$ cat config.mk
export PLATFORM = sky130hd
export DESIGN_NAME = pattern_count_engine
export DESIGN_NICKNAME = d
export VERILOG_FILES = /design/src/rtl/pattern_count_engine.sv
export SDC_FILE = /design/constraint.sdc
export NUM_CORES = 1
export LEC_CHECK = 0
export ABC_AREA = 1
export BUFFER_PORTS_ARGS = -buffer_cell sky130_fd_sc_hd__buf_4
export CORE_UTILIZATION = 50
export DETAILED_ROUTE_END_ITERATION = 6
export PLACE_DENSITY = 0.74
export SLEW_MARGIN = 5
export SYNTH_ARGS = -nofsm -noshare
export SYNTH_HDL_FRONTEND = slang
export SYNTH_SLANG_ARGS = --single-unit
$ cat constraint.sdc
create_clock -name clk -period 5.25 [get_ports clk]
set_clock_uncertainty 0.1 [all_clocks]
set_input_delay 0.525 -clock clk [delete_from_list [all_inputs] [get_ports clk]]
set_output_delay 0.525 -clock clk [all_outputs]
set_load 0.01 [all_outputs]
$ cat src/rtl/pattern_count_engine.sv
// Pattern count engine: on a req pulse it reads a 5-bit pattern and a byte string from
// data memory, counts pattern occurrences three ways and writes the counts back.
module pattern_count_engine #(
  parameter int unsigned MSG_BASE = 0,
  parameter int unsigned NBYTES   = 32,
  parameter int unsigned PAT_ADDR = 32,
  parameter int unsigned OUT_ADDR = 33
) (
  input  logic       clk,
  input  logic       rst_n,
  input  logic       req,
  output logic       done,
  output logic       busy,
  output logic [7:0] mem_addr,
  input  logic [7:0] mem_rdata,
  output logic       mem_we,
  output logic [7:0] mem_wdata
);

  localparam int IW = (NBYTES > 1) ? $clog2(NBYTES) : 1;

  typedef enum logic [2:0] {
    IDLE, LOADPAT, SCAN, WR0, WR1, WR2, DONE
  } state_t;

  state_t          state_q, state_d;
  logic [4:0]      pat_q;
  logic [7:0]      prev_q;
  logic [IW-1:0]   idx_q;
  logic [7:0]      ctb_q, cto_q, cts_q;
  logic [2:0]      in_cnt, x_cnt;
  logic [15:0]     win;
  logic            last_byte;

  assign win       = {prev_q, mem_rdata};
  assign last_byte = (idx_q == IW'(NBYTES - 1));

  // Window matches for the byte on mem_rdata; crossing windows only exist once a previous byte has been seen.
  always_comb begin
    in_cnt = '0;
    x_cnt  = '0;
    for (int k = 0; k < 4; k++) begin
      if (mem_rdata[7-k -: 5] == pat_q) in_cnt = in_cnt + 3'd1;
      if ((idx_q != '0) && (win[11-k -: 5] == pat_q)) x_cnt = x_cnt + 3'd1;
    end
  end

  always_ff @(posedge clk or negedge rst_n) begin
    if (!rst_n) state_q <= IDLE;
    else        state_q <= state_d;
  end

  // NOTE: every output of this block gets a default first, so no path can leave one unassigned and infer a latch.
  always_comb begin
    state_d   = state_q;
    busy      = 1'b0;
    done      = 1'b0;
    mem_we    = 1'b0;
    mem_wdata = '0;
    unique case (state_q)
      IDLE, DONE: begin
        done = (state_q == DONE);
        if (req) state_d = LOADPAT;
      end
      LOADPAT: begin
        busy    = 1'b1;
        state_d = SCAN;
      end
      SCAN: begin
        busy = 1'b1;
        if (last_byte) state_d = WR0;
      end
      WR0: begin
        busy      = 1'b1;
        mem_we    = 1'b1;
        mem_wdata = ctb_q;
        state_d   = WR1;
      end
      WR1: begin
        busy      = 1'b1;
        mem_we    = 1'b1;
        mem_wdata = cto_q;
        state_d   = WR2;
      end
      WR2: begin
        busy      = 1'b1;
        mem_we    = 1'b1;
        mem_wdata = cts_q;
        state_d   = DONE;
      end
      default: state_d = IDLE;
    endcase
  end

  // NOTE: sequential state uses non-blocking assignments so every register samples pre-edge values.
  always_ff @(posedge clk or negedge rst_n) begin
    if (!rst_n) begin
      mem_addr <= '0;
      pat_q    <= '0;
      prev_q   <= '0;
      idx_q    <= '0;
      ctb_q    <= '0;
      cto_q    <= '0;
      cts_q    <= '0;
    end else begin
      unique case (state_q)
        IDLE, DONE: begin
          if (req) begin
            mem_addr <= 8'(PAT_ADDR);
            prev_q   <= '0;
            idx_q    <= '0;
            ctb_q    <= '0;
            cto_q    <= '0;
            cts_q    <= '0;
          end
        end
        LOADPAT: begin
          pat_q    <= mem_rdata[7:3];
          mem_addr <= 8'(MSG_BASE);
          idx_q    <= '0;
        end
        SCAN: begin
          ctb_q    <= ctb_q + 8'(in_cnt);
          cto_q    <= cto_q + 8'(in_cnt != '0);
          cts_q    <= cts_q + 8'(in_cnt) + 8'(x_cnt);
          prev_q   <= mem_rdata;
          idx_q    <= idx_q + 1'b1;
          mem_addr <= last_byte ? 8'(OUT_ADDR) : mem_addr + 8'd1;
        end
        WR0:     mem_addr <= 8'(OUT_ADDR + 1);
        WR1:     mem_addr <= 8'(OUT_ADDR + 2);
        default: ;
      endcase
    end
  end

endmodule

==> results.ini <==
[status]
status=finished, final reports clean

[timing]
relSlewSlack=0.5763
tns_ns=0
layout_min_cycle_time_ns=4.078
fmax_mhz=245.2
whs_ns=0.1155
fin_crit_sh=0.7768
setup_viol=0
rsz0062_at_grt=false
worst_slack_ns=1.172
slew_violations=0
worst_slew_pin_slew_ns=0.6355
hold_violations=0

[power]
p_seq_frac=0.335
p_per_area_nw_per_um2=447.6
clkPwrFrac=0.181
power_switching_w=0.0008256
p_int_w=0.0009557
peakVddDrop_uv=173.2
power_leakage_nw=2.030
combPwrFrac=0.485
switching_share=0.4635
total_power_w=0.001781

[worst_setup_path]
worstSetupPathType=reg -> reg
start_kind=flop
end_kind=flop
worstPathRequired_ns=5.34
slowest_delay_ns=0.66
crit_arrival_ns=4.17
crit_fanout=13
crit_slowest_cell=dfrtp_1
crit_chain=nand2_1 > inv_1 > nor2_1 > nor2_1 > nand3_1 > ha_1 > nand4_1 > nand2_1 > inv_1 > ha_1 > or2_2 > nand2_2 > fa_1 > inv_1 > ha_1 > fa_1 > nand2_1 > a21oi_1 > and2_1 > nand3_1 > mux2i_1
r2r_setup_slack_ns=1.17

[floorplan]
coreArea_sq_um=6907
die_h_um=87.26
initial_core_util=0.5263
io_pins=30
num_rows=30
die_w_um=87.26
die_area_sq_um=7614

[routing]
routed_wl_um=7860
ant_nets=0
wire_per_inst_um=12.66
vias=3270
via_per_inst=5.266
drt_iter0_drc=173
firstDrtPassIters=4
route.detailed.drc=0

[placed_design]
dp.cells=613
port_buffers=29
place_congestion=0.8783
dp_slack_ns=1.150
hpwl_um=5818

[yosys]
synthCells=505
synth_area_sq_um=3635
syn-mean-instance-area_sq_um=7.197
yosysWarnings=0
synthesis.nets=539
ys_seq_area_frac=0.3373
synth-seq-cells=49
yosysUniqueCellTypes=36

[clock_tree]
cts_tree=yes
cts_resized=0
cts.sinks=49
clk_latency_ns=0.30
cts_made_buffers=5
cts_hold_buf=0
htreeDepth=2
root_buffer=clkbuf_8
clk_path_buf_depth=2
clk_pin_slew_ns=0.10
post_cts_buffers=0

[final_layout]
nFillCells=684
area_delta_synth_final_pct=9.501
antenna_cells=0
finalNonFillerCells=621
nNetsFinal=558
drive_above_1_share=0.1143

[global_routing]
antenna_found_initial=0
grt_pass1_vias=2978
grt_max_degree=50
grt.overflow.total=0
grt_pass1_wl_um=13500
gr-usage-all-layers=0.2234

[min_path]
hold_path_class=in -> async

[job]
cap_violations=0

==> cells in the final DEF, fill, tap and decap left out, types with 14 or more instances in the layout <==
cell type and count:
dfrtp_1 49, buf_4 29, nand3_1 28, nand2_1 132, xor2_1 14, inv_1 73
nor2_1 45, ha_1 18, a21oi_1 24, o21ai_0 23
==> critical path: cells and delay by family (launching register included) <==
family / cells / cell delay, ns
mux: 1 / 0.14
fa+ha+maj: 5 / 1.36
flops: 1 / 0.66
simple gates: 11 / 1.35
buf+inv: 3 / 0.18
compound gates: 1 / 0.16
==> path summary, 6_finish.rpt <==
| path | from | endpoint | depth (start not counted) |
|---|---|---|---|
| max in group asynchronous | rst_n | prev_q[0]$_DFFE_PN0P_ | 1 |
| max reg2reg | pat_q[0]$_DFFE_PN0P_ | cts_q[7]$_DFFE_PN0P_ | 21 |
| min reg2reg | cto_q[7]$_DFFE_PN0P_ | cto_q[7]$_DFFE_PN0P_ | 1 |
| min | rst_n | pat_q[1]$_DFFE_PN0P_ | 1 |
| max | pat_q[0]$_DFFE_PN0P_ | cts_q[7]$_DFFE_PN0P_ | 21 |
| min in group clk | mem_rdata[0] | prev_q[0]$_DFFE_PN0P_ | 3 |
==> metal layers <==
metal,up-vias,track usage,share of wire
met5,-,0,0
met4,0,0.04322,0.0092
met3,7,0.03128,0.032
met2,52,0.3771,0.47
met1,1557,0.3074,0.49
li1,1654,-,-
==> power groups by stage <==
stage / Sequential (W) / Clock, W / Combinational, W
CTS: 0.000595 / 0.000325 / 0.000866
global route: 0.000610 / 0.000341 / 0.00100
global placement: 0.000597 / 0 / 0.000844
finish: 0.000596 / 0.000322 / 0.000863
detailed placement: 0.000602 / 0 / 0.000862
floorplan: 0.000533 / 0 / 0.000742
==> cell usage after synthesis <==
master / count / area, sq um
ha_1: 18 / 225.2
clkbuf_1: 2 / 7.510
fa_1: 5 / 100.1
inv_1: 73 / 274.0
o2bb2ai_1: 1 / 8.760
nand3_1: 28 / 140.1
o32ai_1: 4 / 35.03
nor2_1: 45 / 168.9
nor2_2: 5 / 31.28
nand4_1: 8 / 50.05
xnor2_1: 7 / 61.31
a22o_1: 1 / 8.760
or2_2: 2 / 12.51
or2_1: 2 / 12.51
nand3_2: 3 / 30.03
nor3_1: 9 / 45.04
inv_2: 8 / 30.03
a31oi_1: 1 / 6.260
o211ai_1: 1 / 7.510
o21ai_0: 23 / 115.1
mux2i_1: 1 / 10.01
o21ai_1: 1 / 5.000
o22ai_1: 8 / 50.05
buf_4: 5 / 37.54
dfrtp_1: 49 / 1226
nand2_1: 132 / 495.5
buf_6: 5 / 56.30
nand2_2: 3 / 18.77
and2_1: 1 / 6.260
inv_4: 1 / 6.260
xor2_1: 14 / 122.6
a21oi_1: 24 / 120.1
o221ai_1: 8 / 70.07
buf_2: 5 / 25.02
o21ai_2: 1 / 8.760
nor4_1: 1 / 6.260
==> state kept, by name, indices dropped and copies added, names as in the netlist <==
| register | cells |
|---|---|
| ctb_q | 8 |
| cto_q | 8 |
| cts_q | 8 |
| mem_addr | 8 |
| idx_q | 5 |
| pat_q | 5 |
| prev_q | 4 |
| state_q | 3 |
==> layout make-up <==
class                           count  area (sq um)  share of cell area
Clock buffer                        5         68.82             0.01729
Inverter                           82         310.3             0.07796
Multi-Input combinational cell    357          1972              0.4954
Clock inverter                      3         65.06             0.01635
Tap cell                           96         120.1             0.03018
Timing Repair Buffer               29         217.7             0.05470
Sequential cell                    49          1226              0.3081
==> stage by stage <==
stage	area, sq um	utilization
2_1_floorplan	3635	-
3_3_place_gp	3846	0.5569
3_5_place_dp	3846	0.5569
4_1_cts	3980	0.5763
5_1_grt	3980	0.5763
6_report	3980	0.5763
==> kinds of logic (layout without fill, tap and decap cells) <==
logic type / after synthesis / after routing / synth area share
adder cells (fa/ha/maj): 23 / 23 / 0.08950
buffers and inverters: 99 / 119 / 0.1201
AND/OR/NAND/NOR: 239 / 239 / 0.2799
XOR/XNOR: 21 / 21 / 0.05060
flip-flops: 49 / 49 / 0.3374
AO/OA/AOI/OAI: 73 / 73 / 0.1198
multiplexers: 1 / 1 / 0.002754
Note: power is estimated with default switching activity, not from simulation.
